[src/rtl/gpio_pkg.sv]
// Shared definitions for the GPIO peripheral: read-select encodings,
// default data width and the debounce counter width helper.
package gpio_pkg;

    localparam int W_DEF = 32;

    typedef enum logic [1:0] {
        RDSEL_IN1  = 2'b00,
        RDSEL_IN2  = 2'b01,
        RDSEL_OUT1 = 2'b10,
        RDSEL_OUT2 = 2'b11
    } rdsel_e;

    // Bits needed to hold 0..n inclusive.
    function automatic int cnt_width(input int n);
        return (n < 1) ? 1 : $clog2(n + 1);
    endfunction

endpackage

[src/rtl/gpio_if.sv]
// CPU-side bus between the GPIO address decoder / store path and the
// peripheral: write strobes, read select, write data and read data.
interface gpio_if
    import gpio_pkg::*;
#(
    parameter int W = W_DEF
);
    logic         we1;
    logic         we2;
    logic [1:0]   rdsel;
    logic [W-1:0] wd;
    logic [W-1:0] rd;

    modport master (output we1, we2, rdsel, wd, input rd);
    modport slave  (input we1, we2, rdsel, wd, output rd);
endinterface

[src/rtl/gpio_debounce.sv]
// Two-flop synchroniser followed by a whole-word debouncer: the output
// follows the synchronised input once it has held one value for DB_CYCLES edges.
module gpio_debounce
    import gpio_pkg::*;
#(
    parameter int W         = W_DEF,
    parameter int DB_CYCLES = 16
) (
    input  logic         clk,
    input  logic         rst,
    input  logic [W-1:0] i_pin,
    output logic [W-1:0] o_deb
);
    localparam int            CW      = cnt_width(DB_CYCLES);
    localparam logic [CW-1:0] CNT_MAX = CW'(DB_CYCLES);

    logic [W-1:0]  r_sync1;
    logic [W-1:0]  r_s;
    logic [W-1:0]  r_cand;
    logic [W-1:0]  r_deb;
    logic [CW-1:0] r_cnt;
    logic [CW-1:0] w_cnt_step;

    // Count this edge: a new candidate starts at 1, a repeated one extends the run.
    always_comb begin
        w_cnt_step = (r_s == r_cand) ? r_cnt + CW'(1) : CW'(1);
    end

    // NOTE: sequential state uses <= so every flop samples pre-edge values.
    always_ff @(posedge clk) begin
        if (rst) begin
            r_sync1 <= '0;
            r_s     <= '0;
            r_cand  <= '0;
            r_deb   <= '0;
            r_cnt   <= '0;
        end else begin
            r_sync1 <= i_pin;
            r_s     <= r_sync1;
            r_cand  <= r_s;
            if (r_s == r_deb) begin
                r_cnt <= '0;
            end else if (w_cnt_step == CNT_MAX) begin
                r_deb <= r_s;
                r_cnt <= '0;
            end else begin
                r_cnt <= w_cnt_step;
            end
        end
    end

    assign o_deb = r_deb;

endmodule

[src/rtl/gpio.sv]
// Memory-mapped GPIO: two writable output registers, two debounced input
// words, and a combinational read mux over the four registered words.
module gpio
    import gpio_pkg::*;
#(
    parameter int W         = W_DEF,
    parameter int DB_CYCLES = 16
) (
    input  logic         clk,
    input  logic         rst,
    gpio_if.slave        bus,
    input  logic [W-1:0] gpi1,
    input  logic [W-1:0] gpi2,
    output logic [W-1:0] gpo1,
    output logic [W-1:0] gpo2
);
    logic [W-1:0] r_gpo1;
    logic [W-1:0] r_gpo2;
    logic [W-1:0] w_deb1;
    logic [W-1:0] w_deb2;

    // Both strobes high is not expected from the decoder; both registers load.
    always_ff @(posedge clk) begin
        if (rst) begin
            r_gpo1 <= '0;
            r_gpo2 <= '0;
        end else begin
            if (bus.we1) r_gpo1 <= bus.wd;
            if (bus.we2) r_gpo2 <= bus.wd;
        end
    end

    gpio_debounce #(.W(W), .DB_CYCLES(DB_CYCLES)) u_deb1 (
        .clk   (clk),
        .rst   (rst),
        .i_pin (gpi1),
        .o_deb (w_deb1)
    );

    gpio_debounce #(.W(W), .DB_CYCLES(DB_CYCLES)) u_deb2 (
        .clk   (clk),
        .rst   (rst),
        .i_pin (gpi2),
        .o_deb (w_deb2)
    );

    // NOTE: default assigned first so the mux can never infer a latch.
    always_comb begin
        bus.rd = '0;
        case (bus.rdsel)
            RDSEL_IN1:  bus.rd = w_deb1;
            RDSEL_IN2:  bus.rd = w_deb2;
            RDSEL_OUT1: bus.rd = r_gpo1;
            RDSEL_OUT2: bus.rd = r_gpo2;
            default:    bus.rd = '0;
        endcase
    end

    assign gpo1 = r_gpo1;
    assign gpo2 = r_gpo2;

endmodule

[src/flat_wrapper.sv]
// flat-port wrapper written by rule: the top's interface ports become plain ports
module gpio_flat import gpio_pkg::*;
#(
    parameter int W         = W_DEF,
    parameter int DB_CYCLES = 16
)
  (clk, rst, gpi1, gpi2, gpo1, gpo2, bus_we1, bus_we2, bus_rdsel, bus_wd, bus_rd);
  gpio_if #(.W(W)) bus_i ();
  input  logic clk;
  input  logic rst;
  input  logic [W-1:0] gpi1;
  input  logic [W-1:0] gpi2;
  output logic [W-1:0] gpo1;
  output logic [W-1:0] gpo2;
  input wire logic [$bits(bus_i.we1)-1:0] bus_we1;
  input wire logic [$bits(bus_i.we2)-1:0] bus_we2;
  input wire logic [$bits(bus_i.rdsel)-1:0] bus_rdsel;
  input wire logic [$bits(bus_i.wd)-1:0] bus_wd;
  output wire logic [$bits(bus_i.rd)-1:0] bus_rd;
  assign bus_i.we1 = bus_we1;
  assign bus_i.we2 = bus_we2;
  assign bus_i.rdsel = bus_rdsel;
  assign bus_i.wd = bus_wd;
  assign bus_rd = bus_i.rd;
  gpio #(.W(W), .DB_CYCLES(DB_CYCLES)) u_core (.clk(clk), .rst(rst), .bus(bus_i), .gpi1(gpi1), .gpi2(gpi2), .gpo1(gpo1), .gpo2(gpo2));
endmodule
[config.mk]
export PLATFORM = sky130hd
export DESIGN_NAME = gpio_flat
export DESIGN_NICKNAME = d
export VERILOG_FILES = /design/src/rtl/gpio_pkg.sv /design/src/rtl/gpio_if.sv /design/src/rtl/gpio_debounce.sv /design/src/rtl/gpio.sv /design/src/flat_wrapper.sv
export SDC_FILE = /design/constraint.sdc
export NUM_CORES = 1
export LEC_CHECK = 0
export CAP_MARGIN = 20
export CORE_ASPECT_RATIO = 1.1
export CORE_UTILIZATION = 45
export CTS_CLUSTER_DIAMETER = 60
export CTS_CLUSTER_SIZE = 40
export DETAILED_ROUTE_END_ITERATION = 6
export GPL_TIMING_DRIVEN = 0
export PLACE_DENSITY = 0.69
export SYNTH_ARGS = -nofsm -noshare
export SYNTH_HDL_FRONTEND = slang
export SYNTH_SLANG_ARGS = --single-unit
[constraint.sdc]
create_clock -name clk -period 4.9 [get_ports clk]
set_clock_uncertainty 0.2 [all_clocks]
set_input_delay 0.98 -clock clk [delete_from_list [all_inputs] [get_ports clk]]
set_output_delay 0.98 -clock clk [all_outputs]
set_load 0.05 [all_outputs]
==> results.json, run 1 <==
{
  "drt-pass1-iter-count": 5,
  "r2r_slack_ns": 2.32,
  "p_sw_share_pct": 27.9,
  "grt_util_all_layers_pct": 23.7,
  "grt_pass1_wl_um": 50400,
  "finalHoldViolCount": 0,
  "syn_area_per_cell_sq_um": 11.8,
  "cap_violations": 0,
  "placedInstanceArea_sq_um": 15000,
  "worstMarginPinSlew_ns": 1.11,
  "relSlewSlack_pct": 26.1,
  "wl_per_cell_um": 20.4,
  "slowest_stage": "clkdlybuf4s50_1",
  "cts_hold_buf": 0,
  "worst-path-max-fanout": 10,
  "grt-ovfl-total": 0,
  "place_hpwl_um": 26100,
  "ys_types": 29,
  "postCtsResizedCells": 0,
  "setup_ws_ns": 0.603,
  "hold_path_depth": 1,
  "crit_path_frequent_cell": "clkbuf_1",
  "io_buffers": 192,
  "postLayoutCoreUtil_pct": 57.1,
  "p_leak_nw": 6.77,
  "rr_endpoint": "u_core.u_deb1.o_deb[12]$_SDFFE_PP0P_",
  "synth_warnings": 0,
  "pin_count": 198,
  "start_util_pct": 45.6,
  "place_congestion": 0.901,
  "critPathCaptureType": "primary output",
  "hold_class": "reg2reg",
  "rsz0062_at_grt": "no",
  "clk_pin_slew_ns": 0.12,
  "fp.coreArea_sq_um": 27700,
  "grt_pass1_vias": 8237,
  "die_width_um": 162,
  "fmax_mhz": 233,
  "num_rows": 64,
  "status": "complete, no violations",
  "synthesis.area_sq_um": 12600,
  "power_mw": 5.48,
  "preCtsSetupSlack_ns": 0.637,
  "finalCriticalPeriod_ns": 4.30,
  "cts_made_buffers": 20,
  "worstHoldStart": "u_core.u_deb2.r_sync1[7]$_SDFF_PP0_",
  "syn-num-nets": 1177,
  "postSynthCellCount": 1073,
  "root_buffer": "clkbuf_16",
  "drv_slew": 0,
  "antenna_found_initial": 1,
  "cp_cell_sequence": "clkbuf_1 -> clkbuf_1 -> mux4_2 -> clkdlybuf4s50_1",
  "r2r_start": "u_core.u_deb1.r_s[6]$_SDFF_PP0_",
  "final_layout_size_suffix_gt1_share_pct": 11.1,
  "grtUsageMet2_pct": 39.3,
  "reg2regPathDepth": 7,
  "route.detailed.drc": 0,
  "fin_crit_sh_pct": 87.7,
  "nNetsFinal": 1391,
  "clockPowerShare_pct": 36.5,
  "wl_um": 33900,
  "clock_latency_ns": 0.54,
  "cts_tree": "yes",
  "fp.dieH_um": 178,
  "p_switching_mw": 1.53,
  "synth_seq_cells": 330,
  "synthToLayoutAreaGrowth_pct": 25.0,
  "cp-start-kind": "primary input",
  "crit_type": "in2out",
  "stdcell_area_sq_um": 15800,
  "fin_cells": 1665,
  "worstPathRequired_ns": 3.72,
  "pwr-share-seq_pct": 51.9,
  "grtUsageMet3_pct": 4.16,
  "cts_buffer_depth": 3,
  "cts_max_level": 1,
  "internal_power_mw": 3.95,
  "drt-initial-drc-count": 555,
  "peakVddDrop_mv": 0.236,
  "yosysSeqAreaShare_pct": 52.2,
  "dieArea_sq_um": 28800,
  "p_per_area_nw_per_um2": 347,
  "vias": 8351,
  "nFillCells": 2414,
  "hold_ws_ns": 0.227,
  "place_inst": 1628,
  "setup_viol": 0,
  "cts_sinks": 330,
  "critPathArrivalTime_ns": 3.12,
  "post_cts_buffers": 0,
  "grt_max_degree": 35,
  "grtUsageMet1_pct": 32.0,
  "holdPathEnd": "u_core.u_deb2.r_s[7]$_SDFF_PP0_",
  "power_frac_comb_pct": 11.5,
  "fin_setup_tns_ns": 0,
  "cp_slowest_stage_delay_ns": 0.82,
  "ant_nets": 0,
  "viasPerCell": 5.02,
  "grt.busiest_layer": "met2"
}
[cell usage in the layout, fill, tap and decap left out, types with 2 or more instances in the layout]
master	instances
xor2_1	98
buf_6	6
nor2_1	70
clkbuf_16	21
nand4_1	14
clkinv_8	2
inv_1	2
nand3_1	6
mux4_2	32
ha_1	2
mux2_4	60
xnor2_1	36
nor2b_1	257
buf_1	4
mux2i_1	64
dfxtp_1	330
mux2_2	4
nor2_2	2
inv_8	2
clkinv_16	3
clkbuf_1	45
nor3_1	3
buf_2	3
nor4_1	26
inv_12	4
clkdlybuf4s50_1	192
[synthesized netlist by cell type]
cell / count / area, sq um
or4_1: 1 / 7.51
mux2_4: 60 / 901
ha_1: 2 / 25.0
and3_1: 1 / 6.26
nand4_1: 14 / 87.6
buf_2: 3 / 15.0
nand3_1: 6 / 30.0
clkbuf_1: 45 / 169
xnor2_1: 36 / 315
nor4_1: 26 / 163
dfxtp_1: 330 / 6610
nor2b_1: 257 / 1610
nand3b_1: 1 / 7.51
mux4_2: 32 / 721
nor2_2: 2 / 12.5
buf_1: 4 / 15.0
a21oi_1: 1 / 5.00
xor2_1: 98 / 858
nor2_1: 70 / 263
buf_6: 6 / 67.6
inv_1: 2 / 7.51
nand2_1: 1 / 3.75
nand3_4: 1 / 17.5
nor3_1: 3 / 15.0
nand3b_4: 1 / 20.0
a211oi_1: 1 / 7.51
mux2_2: 4 / 45.0
a21boi_0: 1 / 7.51
mux2i_1: 64 / 641
[worst max-delay path by stage]
stage,startpoint,to,slack (ns),depth (start not counted)
after detailed placement,bus_rdsel[1],bus_rd[21],0.64,4
final,bus_rdsel[1],bus_rd[21],0.60,4
after global routing,bus_rdsel[1],bus_rd[21],0.55,4
after CTS,bus_rdsel[1],bus_rd[21],0.64,4
after floorplan,bus_rdsel[0],bus_rd[10],1.53,3
after global placement,bus_rdsel[1],bus_rd[10],0.67,4
[final cells by class]
class,count,area (sq um),share of cell area (%)
clock buffers,22,539,3.41
plain buffers,58,267,1.69
inverters,2,7.51,0.0475
repair buffers,192,1920,12.2
diodes,1,2.50,0.0158
clock inverters,14,248,1.57
multi-input cells,683,5770,36.5
flip-flops and latches,330,6610,41.8
well taps,363,454,2.87
[critical path, delay by kind of cell]
kind | cells | cell delay, ns
multiplexers | 1 | 0.41
buffers and inverters | 3 | 1.74
[metal layers]
metal	part of all wire (%)	vias to the layer above	routed length, um
li1	-	3960	-
met4	2.0	0	685
met1	46	4071	15500
met5	0	-	0
met2	46	276	15600
met3	6.4	44	2170
[power groups by stage]
| stage | logic [mW] | clock network, mW | registers [mW] |
|---|---|---|---|
| finish | 0.632 | 2.00 | 2.85 |
| global route | 0.669 | 2.15 | 2.86 |
| CTS | 0.634 | 2.03 | 2.85 |
| detailed placement | 0.631 | 0 | 2.91 |
| global placement | 0.626 | 0 | 2.91 |
| floorplan | 0.273 | 0 | 2.99 |
[kinds of logic after synthesis]
group | Yosys count | synth area share (%)
xor+xnor | 134 | 9.28
fa+ha+maj | 2 | 0.198
mux | 160 | 18.2
buf+inv | 60 | 2.17
simple gates | 384 | 17.7
compound gates | 3 | 0.158
flops | 330 | 52.2
Power figures use the tool's default switching activity.
==> inputs of run 2 (changes only) <==
- clock period: 4.9 -> 5.02 ns (I/O delays scaled with it)
==> results of run 2 <==
Same layout as run 1 (identical final DEF). Status: complete, no violations.
Among the figures that moved: setup slack after placement 0.637 ns -> 0.709 ns; setup slack after layout 0.603 ns -> 0.675 ns; register-to-register setup slack 2.32 ns -> 2.44 ns; total power 5.48 mW -> 5.35 mW; worst IR drop on VDD 0.236 mV -> 0.230 mV
==> inputs of run 3 (changes only) <==
- CTS_BUF_LIST: unset -> sky130_fd_sc_hd__clkbuf_8
- GPL_TIMING_DRIVEN: 0 -> unset
==> run 3 against run 2 <==
Clock power shrank 28%. Critical path type unchanged. Via count shrank 4.0%. Highest routed layer unchanged. Largest cell class unchanged. Design area decreased by 1.0%.
==> results.json, run 3 (synthesis results as in run 1) <==
{
  "fp.dieH_um": 178,
  "place_congestion": 0.840,
  "fin_crit_sh_pct": 80.8,
  "start_util_pct": 45.6,
  "fmax_mhz": 247,
  "dieArea_sq_um": 28800,
  "viasPerCell": 4.96,
  "status": "complete, no violations",
  "worst-path-max-fanout": 20,
  "die_width_um": 162,
  "place_hpwl_um": 22000,
  "cts_hold_buf": 0,
  "cts_max_level": 1,
  "grt_pass1_vias": 7723,
  "synthToLayoutAreaGrowth_pct": 23.8,
  "fin_setup_tns_ns": 0,
  "postCtsResizedCells": 0,
  "cts_buffer_depth": 3,
  "cts_sinks": 330,
  "p_per_area_nw_per_um2": 306,
  "wl_um": 29900,
  "drt-pass1-iter-count": 4,
  "nNetsFinal": 1344,
  "critPathArrivalTime_ns": 2.85,
  "setup_viol": 0,
  "route.detailed.drc": 0,
  "cts_tree": "yes",
  "grt_pass1_wl_um": 45500,
  "grt_max_degree": 160,
  "clk_pin_slew_ns": 0.16,
  "cts_made_buffers": 20,
  "worstMarginPinSlew_ns": 0.987,
  "wl_per_cell_um": 18.5,
  "io_buffers": 197,
  "hold_class": "reg2reg",
  "finalHoldViolCount": 0,
  "ant_nets": 0,
  "antenna_found_initial": 2,
  "grt_util_all_layers_pct": 20.9,
  "crit_type": "in2out",
  "rsz0062_at_grt": "no",
  "relSlewSlack_pct": 34.2,
  "hold_ws_ns": 0.230,
  "grt-ovfl-total": 0,
  "final_layout_size_suffix_gt1_share_pct": 14.0,
  "critPathCaptureType": "primary output",
  "drt-initial-drc-count": 527,
  "root_buffer": "clkbuf_8",
  "p_leak_nw": 6.75,
  "cap_violations": 0,
  "drv_slew": 0,
  "peakVddDrop_mv": 0.188,
  "most-common-layout-cells": "dfxtp_1 (330), nor2b_1 (257), clkdlybuf4s50_1 (161)",
  "clock_latency_ns": 0.59,
  "finalCriticalPeriod_ns": 4.06,
  "vias": 8015,
  "cp-start-kind": "primary input",
  "layout_commonest_cell": "dfxtp_1",
  "post_cts_buffers": 0,
  "num_rows": 64,
  "worstPathRequired_ns": 3.82,
  "pin_count": 198,
  "fp.coreArea_sq_um": 27700
}
[run 3: through the flow]
stage,area (sq um),power [mW],setup slack [ns],cells,util [%]
after floorplan,12600,3.19,1.60,1073,-
after global placement,15200,3.45,1.00,1581,54.8
after detailed placement,15200,3.46,0.954,1581,54.8
after CTS,15700,4.84,0.956,1616,56.5
after global routing,15700,4.99,0.905,1616,56.5
final,15700,4.79,0.965,1617,56.5
[run 3: area by class of cell]
class                           count  area [sq um]
Clock inverter                     13           161
Sequential cell                   330          6610
Timing Repair Buffer              203          2350
Clock buffer                       22           303
Fill cell                        2426         12100
Tap cell                          363           454
Multi-Input combinational cell    683          5770
Inverter                            2          7.51
Antenna cell                        1          2.50
[run 3: worst paths after layout]
kind                                             from                                   to  slack [ns]  cells after the start
hold reg to reg   u_core.u_deb1.r_sync1[1]$_SDFF_PP0_      u_core.u_deb1.r_s[1]$_SDFF_PP0_        0.23                      1
setup / recovery                         bus_rdsel[1]                           bus_rd[13]        0.96                      4
hold / removal    u_core.u_deb1.r_sync1[1]$_SDFF_PP0_      u_core.u_deb1.r_s[1]$_SDFF_PP0_        0.23                      1
setup reg to reg      u_core.u_deb1.r_s[9]$_SDFF_PP0_  u_core.u_deb1.o_deb[7]$_SDFFE_PP0P_        2.04                      6
[run 3: worst max-delay path: stages]
cell             delay (ns)
clkdlybuf4s50_1        1.00
buf_12                 0.29
mux4_2                 0.37
buf_12                 0.17
[run 3: report_power, final]
group,internal (mW),switching [mW]
Clock,0.472,0.927
Sequential,2.71,0.0650
Combinational,0.286,0.332
[run 3: per-layer routing]
| metal | part of all wire (%) | GRT usage [%] | wire [um] | up-vias |
|---|---|---|---|---|
| li1 | - | - | - | 3870 |
| met3 | 5.7 | 3.39 | 1710 | 28 |
| met4 | 1.6 | 5.11 | 477 | 0 |
| met5 | 0 | 0 | 0 | - |
| met2 | 46 | 33.9 | 13800 | 225 |
| met1 | 47 | 28.9 | 14000 | 3892 |
